--- config.mk ---
export PLATFORM = sky130hd
export DESIGN_NAME = median_engine
export DESIGN_NICKNAME = d
export VERILOG_FILES = /design/src/rtl/median_pkg.sv /design/src/rtl/median_engine_mce.sv /design/src/rtl/median_engine.sv
export SDC_FILE = /design/constraint.sdc
export NUM_CORES = 1
export LEC_CHECK = 0
export ABC_AREA = 0
export BUFFER_PORTS_ARGS = -buffer_cell sky130_fd_sc_hd__buf_2
export CAP_MARGIN = 5
export CORE_ASPECT_RATIO = 1.75
export CORE_MARGIN = 3
export CORE_UTILIZATION = 60
export DETAILED_ROUTE_END_ITERATION = 12
export PLACE_DENSITY_LB_ADDON = 0.08
export SLEW_MARGIN = 20
export SYNTH_ARGS = -nofsm -noshare
export SYNTH_HDL_FRONTEND = slang
export SYNTH_SLANG_ARGS = --single-unit
--- constraint.sdc ---
create_clock -name CLK -period 4.5 [get_ports CLK]
set_input_delay 0.225 -clock CLK [delete_from_list [all_inputs] [get_ports CLK]]
set_output_delay 0.225 -clock CLK [all_outputs]
set_load 0.1 [all_outputs]
--- src/rtl/median_pkg.sv ---
// Shared state encoding and sizing helpers for the median engine.
package median_pkg;

  localparam int DEFAULT_WIDTH    = 8;
  localparam int DEFAULT_N_PIXELS = 9;

  typedef enum logic [1:0] {
    LOAD = 2'd0,
    SORT = 2'd1,
    OUT  = 2'd2
  } state_e;

  // Number of max-extraction passes needed to reach the median.
  function automatic int num_passes(input int n_pixels);
    return (n_pixels + 1) / 2;
  endfunction

  function automatic int sort_cycles(input int n_pixels);
    return num_passes(n_pixels) * n_pixels;
  endfunction

  function automatic int counter_width(input int n_pixels);
    return $clog2(sort_cycles(n_pixels) + 1);
  endfunction

  function automatic int pos_width(input int n_pixels);
    return $clog2(n_pixels);
  endfunction

endpackage

--- src/rtl/median_engine_mce.sv ---
// Combinational compare-exchange: unsigned max/min of two pixels.
module MCE
  import median_pkg::*;
#(
  parameter int WIDTH = DEFAULT_WIDTH
) (
  input  logic [WIDTH-1:0] A,
  input  logic [WIDTH-1:0] B,
  output logic [WIDTH-1:0] MAX,
  output logic [WIDTH-1:0] MIN
);

  logic a_ge_b;

  assign a_ge_b = (A >= B);
  assign MAX    = a_ge_b ? A : B;
  assign MIN    = a_ge_b ? B : A;

endmodule

--- src/rtl/median_engine.sv ---
// Streaming median filter: loads a window, then extracts the running maximum
// once per pass with a single compare-exchange until the median is reached.
module median_engine
  import median_pkg::*;
#(
  parameter int WIDTH    = DEFAULT_WIDTH,
  parameter int N_PIXELS = DEFAULT_N_PIXELS
) (
  input  logic             CLK,
  input  logic             RST,
  input  logic [WIDTH-1:0] DI,
  input  logic             IN_VALID,
  output logic             IN_READY,
  input  logic             BYP,
  output logic [WIDTH-1:0] DO,
  output logic             OUT_VALID,
  input  logic             OUT_READY
);

  localparam int CW      = counter_width(N_PIXELS);
  localparam int PW      = pos_width(N_PIXELS);
  // Slot holding the middle arrival just before the final pixel shifts in.
  localparam int MID_PRE = (N_PIXELS - 1) / 2 - 1;

  localparam logic [CW-1:0] LAST_PIXEL = CW'(N_PIXELS - 1);
  localparam logic [CW-1:0] LAST_SORT  = CW'(sort_cycles(N_PIXELS) - 1);
  localparam logic [PW-1:0] LAST_POS   = PW'(N_PIXELS - 1);

  state_e           state_q, state_d;
  logic [CW-1:0]    cnt_q, cnt_d;
  logic [PW-1:0]    pos_q, pos_d;
  logic             mode_q, mode_d;
  logic [WIDTH-1:0] do_q, do_d;
  logic [WIDTH-1:0] win_q     [N_PIXELS];
  logic [WIDTH-1:0] win_d     [N_PIXELS];
  logic [WIDTH-1:0] win_shift [N_PIXELS];
  logic [WIDTH-1:0] mce_max, mce_min;

  MCE #(.WIDTH(WIDTH)) u_mce (
    .A  (win_q[N_PIXELS-1]),
    .B  (win_q[N_PIXELS-2]),
    .MAX(mce_max),
    .MIN(mce_min)
  );

  // Plain one-slot shift; slot 0 is filled by whichever path uses it.
  assign win_shift[0] = '0;
  for (genvar gi = 1; gi < N_PIXELS; gi++) begin : g_shift
    assign win_shift[gi] = win_q[gi-1];
  end

  always_comb begin
    state_d   = state_q;
    cnt_d     = cnt_q;
    pos_d     = pos_q;
    mode_d    = mode_q;
    do_d      = do_q;
    win_d     = win_q;
    IN_READY  = 1'b0;
    OUT_VALID = 1'b0;

    unique case (state_q)
      LOAD: begin
        IN_READY = 1'b1;
        if (IN_VALID) begin
          win_d    = win_shift;
          win_d[0] = DI;
          cnt_d    = cnt_q + CW'(1);
          if (cnt_q == '0) begin
            mode_d = BYP;
          end
          if (cnt_q == LAST_PIXEL) begin
            cnt_d = '0;
            pos_d = '0;
            if (mode_q) begin
              state_d = OUT;
              do_d    = win_q[MID_PRE];
            end else begin
              state_d = SORT;
            end
          end
        end
      end

      SORT: begin
        cnt_d = cnt_q + CW'(1);
        if (pos_q == LAST_POS) begin
          // Pass maximum leaves the ring; a zero takes its place so it can
          // never win a later pass.
          pos_d = '0;
          win_d = win_shift;
          if (cnt_q == LAST_SORT) begin
            do_d    = win_q[N_PIXELS-1];
            state_d = OUT;
            cnt_d   = '0;
          end
        end else begin
          pos_d              = pos_q + PW'(1);
          win_d              = win_shift;
          win_d[0]           = mce_min;
          win_d[N_PIXELS-1]  = mce_max;
        end
      end

      OUT: begin
        OUT_VALID = 1'b1;
        if (OUT_READY) begin
          state_d = LOAD;
          cnt_d   = '0;
        end
      end

      default: begin
        state_d = LOAD;
      end
    endcase
  end

  always_ff @(posedge CLK) begin
    if (RST) begin
      state_q <= LOAD;
      cnt_q   <= '0;
      pos_q   <= '0;
      mode_q  <= 1'b0;
      do_q    <= '0;
    end else begin
      state_q <= state_d;
      cnt_q   <= cnt_d;
      pos_q   <= pos_d;
      mode_q  <= mode_d;
      do_q    <= do_d;
    end
  end

  for (genvar gi = 0; gi < N_PIXELS; gi++) begin : g_win
    always_ff @(posedge CLK) begin
      if (RST) begin
        win_q[gi] <= '0;
      end else begin
        win_q[gi] <= win_d[gi];
      end
    end
  end

  assign DO = do_q;

endmodule
==> flow_summary.json <==
{
  "outcome": "finished, final reports clean",
  "gp_congestion": 0.8620,
  "vias": 3572,
  "cts_setup_buffers": 0,
  "synth_warnings": 0,
  "period_share": 0.6087,
  "worstPathRequired_ns": 4.71,
  "hold_viol_final": 0,
  "drt-total-wl_mm": 9.309,
  "nets": 552,
  "place_ws_ns": 1.766,
  "yosys.area.top_type": "dfxtp_1",
  "ir_drop_mv": 0.3079,
  "htree_levels": 3,
  "io_buffer_count": 22,
  "max_clock_freq_mhz": 365.1,
  "min_period_ns": 2.739,
  "drive_above_1_share": 0.1065,
  "layout_common_cells": "nand2_1 (131), dfxtp_1 (93), a21oi_1 (84)",
  "drv_slew": 0,
  "async_reset_ff_frac": 0,
  "die_x_um": 69.16,
  "drc": 0,
  "layout_commonest_cell": "nand2_1",
  "rsz0062_at_grt": "false",
  "slew_headroom": 0.2827,
  "cts_tree": "done",
  "synth_seq_cells": 93,
  "holdCritPathClass": "input port to flip-flop",
  "rows": 39,
  "diodes": 0,
  "synth-edff-count": 0,
  "critPathLaunch": "state_q[1]$_SDFFE_PP0P_",
  "fp.coreArea_mm2": 0.006636,
  "worst_slack_ns": 1.761,
  "cts-root-buf": "clkbuf_16",
  "fin_total_pwr_mw": 1.644,
  "grt_max_degree": 97,
  "synth_flop_cell": "dfxtp_1",
  "fin_worst_skew_ns": 0.005994,
  "syn_avg_cell_area_um2": 8.071,
  "clk_latency_ns": 0.33,
  "via_per_inst": 5.875,
  "synth.distinct_cells": 42,
  "power.leakage_nw": 1.590,
  "yosysTopAreaCellShare": 0.4444,
  "die_height_um": 116.5,
  "worstReg2RegStart": "state_q[1]$_SDFFE_PP0P_",
  "area_delta_synth_final_pct": 10.33,
  "grt_antenna_before_repair": 0,
  "setup_viol": 0,
  "clockBufferDepth": 2,
  "fin_area_mm2": 0.004622,
  "grtUsageTotal": 0.2392,
  "cts_inserted_buffers": 9,
  "endpoint_kind": "flip-flop",
  "grt_first_pass_wirelength_mm": 15.69,
  "overflow": 0,
  "dieArea_mm2": 0.008060,
  "grt_pass1_vias": 3334,
  "ios": 23,
  "dr.pass1.iters": 5,
  "ys_seq_area_frac": 0.4444,
  "crit_fanout": 40,
  "cts-resized-gates": 0,
  "arrival_ns": 2.95,
  "cts.sinks": 93,
  "p_per_area_mw_per_mm2": 355.8,
  "setup_tns_ns": 0,
  "place_area_mm2": 0.004329,
  "syn-num-nets": 548,
  "netlist_instances": 519,
  "hp-start": "BYP",
  "netlist_area_mm2": 0.004189,
  "place.detailed.hpwl_mm": 6.050,
  "ant_nets": 0,
  "worstSetupStartpointType": "flip-flop",
  "start_util": 0.6312,
  "first_iter_violations": 258,
  "timing_worst_slew_pin_value_ns": 1.069,
  "ys_top_cells_by_area": "dfxtp_1 (44%), nand2_1 (12%), a21oi_1 (10%)",
  "drv_cap": 0,
  "crit_type": "flip-flop to flip-flop",
  "wl_per_cell_um": 15.31,
  "cts-hold-fix-buffers": 0,
  "cts.clk_slew.worst_paths_ns": 0.06
}
## registers in the layout, indices dropped and copies added, names as in the netlist
signal   flops
state_q      2
DO           8
mode_q       1
pos_q        4
win_q       72
cnt_q        6
## synth_stat cells, types with 7 or more instances
| library cell | number |
|---|---|
| nand2_1 | 132 |
| dfxtp_1 | 93 |
| a21oi_1 | 84 |
| clkbuf_1 | 31 |
| mux2i_1 | 18 |
| inv_1 | 17 |
| ha_1 | 16 |
| nand3_1 | 12 |
| nor3_1 | 12 |
| o21ai_0 | 12 |
| a311oi_1 | 9 |
| a32oi_1 | 9 |
| nor2_1 | 9 |
| nor3b_1 | 8 |
| o22ai_1 | 8 |
| or4b_2 | 7 |
## power by group
| part | switching, mW | internal, mW |
|---|---|---|
| clock network | 0.289 | 0.439 |
| registers | 0.00734 | 0.833 |
| logic | 0.0545 | 0.0214 |
| total | 0.351 | 1.29 |
## final timing paths
path	to	slack (ns)	cells past startpoint
min reg2reg	win_q[50]$_SDFFE_PP0P_	0.45	2
min	mode_q$_SDFFE_PP0P_	0.13	3
max	win_q[3]$_SDFFE_PP0P_	1.76	8
max reg2reg	win_q[3]$_SDFFE_PP0P_	1.76	8
## per-stage QoR
step             util  cells  hold slack (ns)
2_1_floorplan       -    519           0.3722
3_3_place_gp   0.6523    594           0.4388
3_5_place_dp   0.6523    594           0.4454
4_1_cts        0.6948    608           0.1229
5_1_grt        0.6965    608           0.1545
6_report       0.6965    608           0.1251
## layout make-up
type                    instances  area, um^2
flip-flops and latches         93        1862
multi-input cells             371        2138
repair buffers                 30       170.2
clock buffers                  12       246.5
clock inverters                 2       35.03
well taps                      82       102.6
fillers                       578        2014
inverters                      18       67.56
## layer usage
layer	up-vias	GRT usage	wire length [um]
li1	1807	-	-
met1	1695	0.2822	3878
met2	57	0.4235	4937
met3	13	0.04307	288
met4	0	0.1056	205
met5	-	0	0
## worst max-delay path, stage by stage (launching register included)
cell and delay (ns):
dfxtp_1 0.39, inv_1 0.08, ha_1 0.26, nand2_1 0.39, and2_2 0.72, buf_4 0.34
nor3_1 0.09, a32oi_1 0.21, nand3_1 0.10
## cell families after synthesis
logic type	Yosys count	synth area share
and+or+nand+nor	201	0.2195
AOI/OAI and AO/OA	133	0.1873
DFF	93	0.4444
buffers and inverters	55	0.05167
muxes	18	0.04301
adders and majority gates	16	0.04779
xor gates and xnor gates	3	0.006274
(Power assumes the default switching activity.)
